[config.mk]
export PLATFORM = sky130hd
export DESIGN_NAME = loanio_gpio_ctrl
export DESIGN_NICKNAME = d
export VERILOG_FILES = /design/src/rtl/loanio_gpio_ctrl.sv
export SDC_FILE = /design/constraint.sdc
export NUM_CORES = 1
export LEC_CHECK = 0
export CORE_MARGIN = 3
export CORE_UTILIZATION = 44
export CTS_CLUSTER_SIZE = 12
export DETAILED_ROUTE_END_ITERATION = 10
export PLACE_DENSITY = 0.69
export REMOVE_ABC_BUFFERS = 1
export SLEW_MARGIN = 30
export SYNTH_ARGS = -nofsm -noshare
export SYNTH_HDL_FRONTEND = slang
export SYNTH_HIERARCHICAL = 1
export SYNTH_SLANG_ARGS = --single-unit
[constraint.sdc]
create_clock -name clk -period 5.23 [get_ports clk]
set_clock_uncertainty 0.1 [all_clocks]
set_input_delay 0.7845 -clock clk [delete_from_list [all_inputs] [get_ports clk]]
set_output_delay 0.7845 -clock clk [all_outputs]
set_load 0.03 [all_outputs]
[src/rtl/loanio_gpio_ctrl.sv]
// Loan-IO GPIO controller: debounced inputs with edge events and a sticky irq,
// plus per-channel OFF/STATIC/BLINK/PWM outputs. Define LOANIO_ACTIVE_LOW_EN to invert pin_out.

module loanio_deb #(
  parameter int DEB_CYCLES = 50000
) (
  input  logic clk,
  input  logic reset,
  input  logic pin,
  output logic state,
  output logic rise,
  output logic fall
);
  localparam int CW = $clog2(DEB_CYCLES);
  localparam logic [CW-1:0] LAST = CW'(DEB_CYCLES - 1);

  logic          sync1_q, sync1_d, sync2_q, sync2_d;
  logic          state_q, state_d, rise_q, rise_d, fall_q, fall_d;
  logic [CW-1:0] cnt_q, cnt_d;

  always_comb begin
    sync1_d = pin;
    sync2_d = sync1_q;
    state_d = state_q;
    rise_d  = 1'b0;
    fall_d  = 1'b0;
    cnt_d   = cnt_q;
    if (sync2_q == state_q) begin
      cnt_d = '0;
    end else if (cnt_q == LAST) begin
      cnt_d   = '0;
      state_d = sync2_q;
      rise_d  = sync2_q;
      fall_d  = ~sync2_q;
    end else begin
      cnt_d = cnt_q + CW'(1);
    end
  end

  always_ff @(posedge clk) begin
    if (reset) begin
      sync1_q <= 1'b0;
      sync2_q <= 1'b0;
      state_q <= 1'b0;
      rise_q  <= 1'b0;
      fall_q  <= 1'b0;
      cnt_q   <= '0;
    end else begin
      sync1_q <= sync1_d;
      sync2_q <= sync2_d;
      state_q <= state_d;
      rise_q  <= rise_d;
      fall_q  <= fall_d;
      cnt_q   <= cnt_d;
    end
  end

  assign state = state_q;
  assign rise  = rise_q;
  assign fall  = fall_q;
endmodule

module loanio_out_ch #(
  parameter int   PWM_BITS = 8,
  parameter logic INV      = 1'b0
) (
  input  logic                clk,
  input  logic                reset,
  input  logic                wr_en,
  input  logic [PWM_BITS+1:0] wr_data,
  input  logic [PWM_BITS-1:0] pwm_nxt,
  input  logic                blink_nxt,
  output logic                pin_out,
  output logic                pin_oe
);
  typedef enum logic [1:0] {M_OFF, M_STATIC, M_BLINK, M_PWM} mode_e;

  mode_e               mode_q, mode_d;
  logic [PWM_BITS-1:0] duty_q, duty_d;
  logic                out_q, out_d, oe_q, oe_d, lvl;

  always_comb begin
    mode_d = mode_q;
    duty_d = duty_q;
    if (wr_en) begin
      mode_d = mode_e'(wr_data[PWM_BITS+1:PWM_BITS]);
      duty_d = wr_data[PWM_BITS-1:0];
    end
    lvl  = 1'b0;
    oe_d = 1'b1;
    // Counters' next values keep pin_out phase-aligned with the live counters.
    case (mode_q)
      M_OFF:    oe_d = 1'b0;
      M_STATIC: lvl  = duty_q[0];
      M_BLINK:  lvl  = blink_nxt;
      M_PWM:    lvl  = (pwm_nxt < duty_q);
      default:  oe_d = 1'b0;
    endcase
    out_d = lvl ^ INV;
  end

  always_ff @(posedge clk) begin
    if (reset) begin
      mode_q <= M_OFF;
      duty_q <= '0;
      out_q  <= INV;
      oe_q   <= 1'b0;
    end else begin
      mode_q <= mode_d;
      duty_q <= duty_d;
      out_q  <= out_d;
      oe_q   <= oe_d;
    end
  end

  assign pin_out = out_q;
  assign pin_oe  = oe_q;
endmodule

module loanio_gpio_ctrl #(
  parameter int N_IN       = 4,
  parameter int N_OUT      = 4,
  parameter int DEB_CYCLES = 50000,
  parameter int PWM_BITS   = 8,
  parameter int BLINK_BITS = 24,
  localparam int AW        = (N_OUT > 1) ? $clog2(N_OUT) : 1
) (
  input  logic                clk,
  input  logic                reset,
  input  logic [N_IN-1:0]     pin_in,
  output logic [N_IN-1:0]     in_state,
  output logic [N_IN-1:0]     in_rise,
  output logic [N_IN-1:0]     in_fall,
  output logic                irq,
  input  logic                irq_ack,
  input  logic                cfg_we,
  input  logic [AW-1:0]       cfg_addr,
  input  logic [PWM_BITS+1:0] cfg_data,
  output logic [N_OUT-1:0]    pin_out,
  output logic [N_OUT-1:0]    pin_oe,
  output logic                heartbeat
);
`ifdef LOANIO_ACTIVE_LOW_EN
  localparam logic INV = 1'b1;
`else
  localparam logic INV = 1'b0;
`endif

  logic [N_IN-1:0]       evt_q, evt_d;
  logic                  irq_q, irq_d;
  logic [PWM_BITS-1:0]   pwm_cnt_q, pwm_cnt_d;
  logic [BLINK_BITS-1:0] blink_cnt_q, blink_cnt_d;

  for (genvar i = 0; i < N_IN; i++) begin : g_in
    loanio_deb #(.DEB_CYCLES(DEB_CYCLES)) u_deb (
      .clk   (clk),
      .reset (reset),
      .pin   (pin_in[i]),
      .state (in_state[i]),
      .rise  (in_rise[i]),
      .fall  (in_fall[i])
    );
  end

  // A fresh edge beats a coincident ack so no event is lost.
  always_comb begin
    evt_d       = (evt_q & ~{N_IN{irq_ack}}) | in_rise | in_fall;
    irq_d       = |evt_d;
    pwm_cnt_d   = pwm_cnt_q + PWM_BITS'(1);
    blink_cnt_d = blink_cnt_q + BLINK_BITS'(1);
  end

  always_ff @(posedge clk) begin
    if (reset) begin
      evt_q       <= '0;
      irq_q       <= 1'b0;
      pwm_cnt_q   <= '0;
      blink_cnt_q <= '0;
    end else begin
      evt_q       <= evt_d;
      irq_q       <= irq_d;
      pwm_cnt_q   <= pwm_cnt_d;
      blink_cnt_q <= blink_cnt_d;
    end
  end

  for (genvar j = 0; j < N_OUT; j++) begin : g_out
    loanio_out_ch #(.PWM_BITS(PWM_BITS), .INV(INV)) u_ch (
      .clk       (clk),
      .reset     (reset),
      .wr_en     (cfg_we && (cfg_addr == AW'(j))),
      .wr_data   (cfg_data),
      .pwm_nxt   (reset ? '0 : pwm_cnt_d),
      .blink_nxt (reset ? 1'b0 : blink_cnt_d[BLINK_BITS-1]),
      .pin_out   (pin_out[j]),
      .pin_oe    (pin_oe[j])
    );
  end

  assign irq       = irq_q;
  assign heartbeat = blink_cnt_q[BLINK_BITS-1];
endmodule
### Yosys cells after proc, flatten, opt, wreduce, memory -nomap -nowiden

Cells that the tools add are included.

* $add $sub $neg: 6
* multipliers: 0
* divide/modulo/power cells: 0
* magnitude comparators: 4
* equality and inequality tests: 23
* shift operators: 0
* multiplexer cells: 9
* bitwise operators: 16
* reduce and logical (&&, ||, !) cells: 22

Operators with widths (count)
* $add 16x1->16 const B: 4
* $eq 16x16->1 const B: 4
* $lt 8x8->1: 4
* $add 24x1->24 const B: 1
* $reduce_or 3->1: 8
* $eq 2x2->1 const B: 10
* $not 1->1: 12
* $pmux 1 s3: 4
* $eq 2x1->1 const B: 5
* $logic_not 2->1: 5
* $add 8x1->8 const B: 1
* $mux 8: 1
* $or 4x4->4: 2
* $reduce_and 2->1: 4
* $and 4x4->4: 1
* $eq 1x1->1: 4
* $logic_and 1x1->1: 4
* $mux 1: 4
* $not 4->4: 1
* $reduce_or 4->1: 1

* flip-flop bits (word level): 169
* latch bits: 0
* bits in writable memories: 0
* ROM bits: 0
* input bits: 20
* memories kept: 0

### Longest topological paths before layout

* word-level depth: 5
* gate-level depth with buffers: 10
* depth with buffers taken out: 8

### By module

Netlist, hierarchy kept.

By module, submodules not included
* loanio_deb: instances 4, cells each 93, area each 952.2 um^2, sequential area each 420.4 um^2
* loanio_out_ch: instances 4, cells each 65, area each 606.8 um^2, sequential area each 240.2 um^2
* loanio_gpio_ctrl: instances 1, cells each 182, area each 1580.3 um^2, sequential area each 740.7 um^2

### Worst setup path after synthesis

OpenSTA, ideal clock, no wires.

* kind: input -> register
* start: input port reset
* end: register g_out[0].u_ch.out_q
* library setup time: 0.124 ns
* arrival: 2.192 ns
* path slack: 2.814 ns
* stages: 7
* buffers on the path: 2
* cells stage by stage: clkbuf_1 clkbuf_1 nor2_1 ha_1 o211ai_2 a211oi_1 o22ai_1

* word-level cells in the longest chain between the ends: 3

RTL lines
* start, declared: RTL line 129 `input logic reset,`
* $mux 8
* $lt 8x8->1: RTL line 96 `M_PWM: lvl = (pwm_nxt < duty_q);`
* $pmux 1 s3: RTL line 92 `case (mode_q)`
* end signal, assigned: RTL line 111 `out_q <= out_d;`
* end, declared: RTL line 80 `logic out_q, out_d, oe_q, oe_d, lvl;`

Parallel ways exist; a longest one is shown, timed or not.
A chain may end at the register's enable or synchronous reset.

### Worst setup path after layout

* start: register blink_cnt_q[8]
* end: register g_out[0].u_ch.out_q

* word-level cells in the longest chain between the ends: 2

RTL lines
* start, declared: RTL line 152 `logic [BLINK_BITS-1:0] blink_cnt_q, blink_cnt_d;`
* start signal, assigned: RTL line 183 `blink_cnt_q <= blink_cnt_d;`
* $add 24x1->24: RTL line 170 `blink_cnt_d = blink_cnt_q + BLINK_BITS'(1);`
* $pmux 1 s3: RTL line 92

No other way between the ends.

==> results.md <==
* Comb pwr share at 0.047
* DR pass1 iterations at 4
* Clock Tree Buf Depth at 2
* VDD IR-drop max at roughly 0.23 mV
* Number of diodes at 0
* CP max-delay cell: or4_1
* Crit start category: register
* Seq pwr share at 0.490
* Residual DRC at 0
* Design area at approximately 0.009 mm2
* Hold Crit Start: g_in[0].u_deb/sync1_q
* GR Util All Layers at 0.156
* Placement Cell Area at about 0.0084 mm2
* Status: complete, no violations
* Core box area at between 0.015 and 0.02 mm2
* Wirelength, routed at roughly 15000 um
* Initial Util at 0.450
* Worst Hold Class: register to register
* Crit-path leading delay family: simple AND/OR/NAND/NOR gates
* Sinks on Clock Net at 169
* Register area at between 0.003 and 0.004 mm2
* Final worst path period need at roughly 3.0 ns
* Post-CTS Setup Inserts at 0
* Initial antenna violation count at 0
* Setup slack, reg-to-reg at between 2 and 2.5 ns
* Area delta synth->final at 15.0%
* Layout cells sized above 1 at 0.115
* Fraction of the mapped netlist area in adder cells at 0.0544
* HPWL after DPL at just over 10000 um
* Power Internal at approximately 0.0021 W
* Worst path required time at between 5 and 6 ns
* Psw at roughly 0.00056 W
* Worst path depth at 8
* Maxcap violations at 0
* Largest net degree at the start of global routing at about 80
* Final ANT Viol Nets at 0
* Most used cell, CP: or4_1
* WL/cell at about 13 um
* Worst r2r src: blink_cnt_q[8]
* I/O Buffers at between 40 and 50
* Pins over their slew limit at 0
* Clock root buffer master: clkbuf_16
* Synth Area in XOR/XNOR at 0.0829
* Post-synthesis sequential area ratio at 0.433
* Total negative slack at 0 ns
* Die Width at approximately 140 um
* Cts hold-fix bufs at 0
* Die Ht at approximately 140 um
* Post-Syn Instances at ~800
* Kind of critical path: register to register
* Compound-Gate Fraction of Synth Area at 0.0579
* Boundary Pins at between 40 and 50
* R2R depth at 8
* CP endpoint: g_out[0].u_ch/pin_out
* DR iter-0 viols at 233
* Max FO, Critical Path at 16
* Post-synthesis mux area share at 0.0578
* Vias in the first global route at ~5300
* Clock Latency Late Sink at between 0.4 and 0.5 ns
* Worst EP arrival at approximately 3.2 ns
* Post-CTS Resized at 0
* Final setup vio count at 0
* Grt ovf at 0
* Crit path launch: blink_cnt_q[8]
* Crit path largest cell delay at slightly below 0.8 ns
* Worst setup EP type: register
* NumNets Final at between 900 and 1000
* Switch share at 0.209
* H-tree depth reported by CTS at 4
* Die area at approximately 0.019 mm2
* Unrepaired setup endpoints after global routing: false
* Worst-path clk slew at approximately 0.060 ns
* Synth cell types at 45
* CP Buf/Inv Count at 0
* Cell Area, Synth at just under 0.008 mm2
* Final hold slack at 0.345 ns
* R2R Path End: g_out[0].u_ch/pin_out
* Filler cell count at approximately 1600
* Combinational family with the most area after synthesis: simple AND/OR/NAND/NOR gates
* Routability cong. at just over 0.8
* Most frequent cells in the layout: 169 x dfxtp_1, 149 x nor2_1, 61 x xnor2_1
* Site row count at 48
* Leakage at around 3.1 nW
* Vias at 5614
* Most common cell after layout, fill and taps aside: dfxtp_1
* Hold Vio Cnt, Final at 0
* Crit-path cells: nand4_1 -> or4_1 -> or4_1 -> a21oi_1 -> nand2_1 -> nor2_1 -> a31oi_1 -> o22ai_1
* First-pass GRT wire length at 25400 um
* Vias per Instance at ~5.1
* CTS tree: built
* Synth Warn # at 6
* #FFs+latches synth at around 170
* Multi-input gate area at about 0.004 mm2
* Mean Syn Cell Area at just under 10 um2
* Fin crit share at 0.564
* PD cells at ~300 mW/mm2
* Fmax at ~0.34 GHz
* Simple-gate share of the synthesized area at 0.271
* Number of buffers created by CTS at 17
* Clk pwr share at 0.463
* Slew HR at 0.484
* Worst-Margin Slew at about 0.77 ns
logic make-up after synthesis:
kind of cell    count (synthesis)
xor+xnor                       74
flops                         169
fa+ha+maj                      34
simple gates                  354
compound gates                 63
buf+inv                        75
mux                            45
Yosys cell counts (all sizes together):
master   number  area [um2]
and4          2        17.5
o22ai         4        25.0
or3           4        25.0
o2111ai       4        35.0
a211oi       12         110
xnor2        61         534
mux2i        44         440
o211ai        4        50.1
mux2          1        11.3
nor3b         1        7.51
a31oi         4        25.0
nor4bb        4        40.0
buf          16         119
or4           8        60.1
and3         11        68.8
nor2        163         642
nand3        27         135
nor3         22         110
nor4         20         260
nand2        29         129
dfxtp       169        3380
o31ai         7        52.6
nand2b        4        25.0
clkbuf        3        11.3
nor2b        11        68.8
a21oi        18        90.1
inv          56         210
o21ai         6        30.0
nor4b        12         165
a31o          4        35.0
nand4        32         310
ha           34         425
and4bb        4        50.1
xor2         13         114
power groups by stage:
stage                     combinational (W)  clock [W]  sequential [W]
after global placement             0.000126          0         0.00135
after detailed placement           0.000127          0         0.00135
after global routing               0.000143    0.00134         0.00132
after floorplan                   0.0000720          0         0.00135
after CTS                          0.000128    0.00129         0.00132
final                              0.000127    0.00125         0.00132
layout make-up:
type / instances / area share
Clock buffer: 23 / 0.0521
Clock inverter: 7 / 0.0132
Tap cell: 225 / 0.0313
Sequential cell: 169 / 0.376
Multi-Input combinational cell: 570 / 0.457
Inverter: 56 / 0.0234
Timing Repair Buffer: 42 / 0.0462
through the flow:
step | total power [W] | cells | utilization | worst slack (ns)
floorplan | 0.00142 | 795 | - | 2.73
global placement | 0.00147 | 1062 | 0.483 | 2.34
detailed placement | 0.00148 | 1062 | 0.484 | 2.30
CTS | 0.00274 | 1092 | 0.518 | 2.29
global route | 0.00281 | 1092 | 0.518 | 1.99
finish | 0.00270 | 1092 | 0.518 | 2.28
worst register-to-register path, cell delays in order, from the launching register on:
cell and delay [ns]:
dfxtp_1 0.40, nand4_1 0.16, or4_1 0.79, or4_1 0.60, a21oi_1 0.44, nand2_1 0.10
nor2_1 0.10, a31oi_1 0.06, o22ai_1 0.13
layer usage:
layer  track usage  wire (um)  vias up
met5             0          0        -
met4        0.0427        112        0
met3        0.0361        437        7
met2         0.245       6710       72
met1         0.217       7350     2634
li1              -          -     2901
registers in the layout, indices dropped and copies added, names as in the netlist, 8 cells and up:
name	count
pwm_cnt_q	8
g_out.u_ch/duty_q	32
g_in.u_deb/cnt_q	64
g_out.u_ch/mode_q	8
blink_cnt_q	24
how the worst min path moves through the flow:
stage,end,slack (ns),cells past startpoint
global route,g_in[3].u_deb/sync2_q,0.37,1
CTS,g_in[0].u_deb/sync2_q,0.35,1
global placement,g_in[2].u_deb/sync2_q,0.32,1
finish,g_in[0].u_deb/sync2_q,0.35,1
detailed placement,g_in[0].u_deb/sync2_q,0.33,1
floorplan,g_in[0].u_deb/sync2_q,0.31,1
No activity file was read; power rests on OpenSTA's default activity.
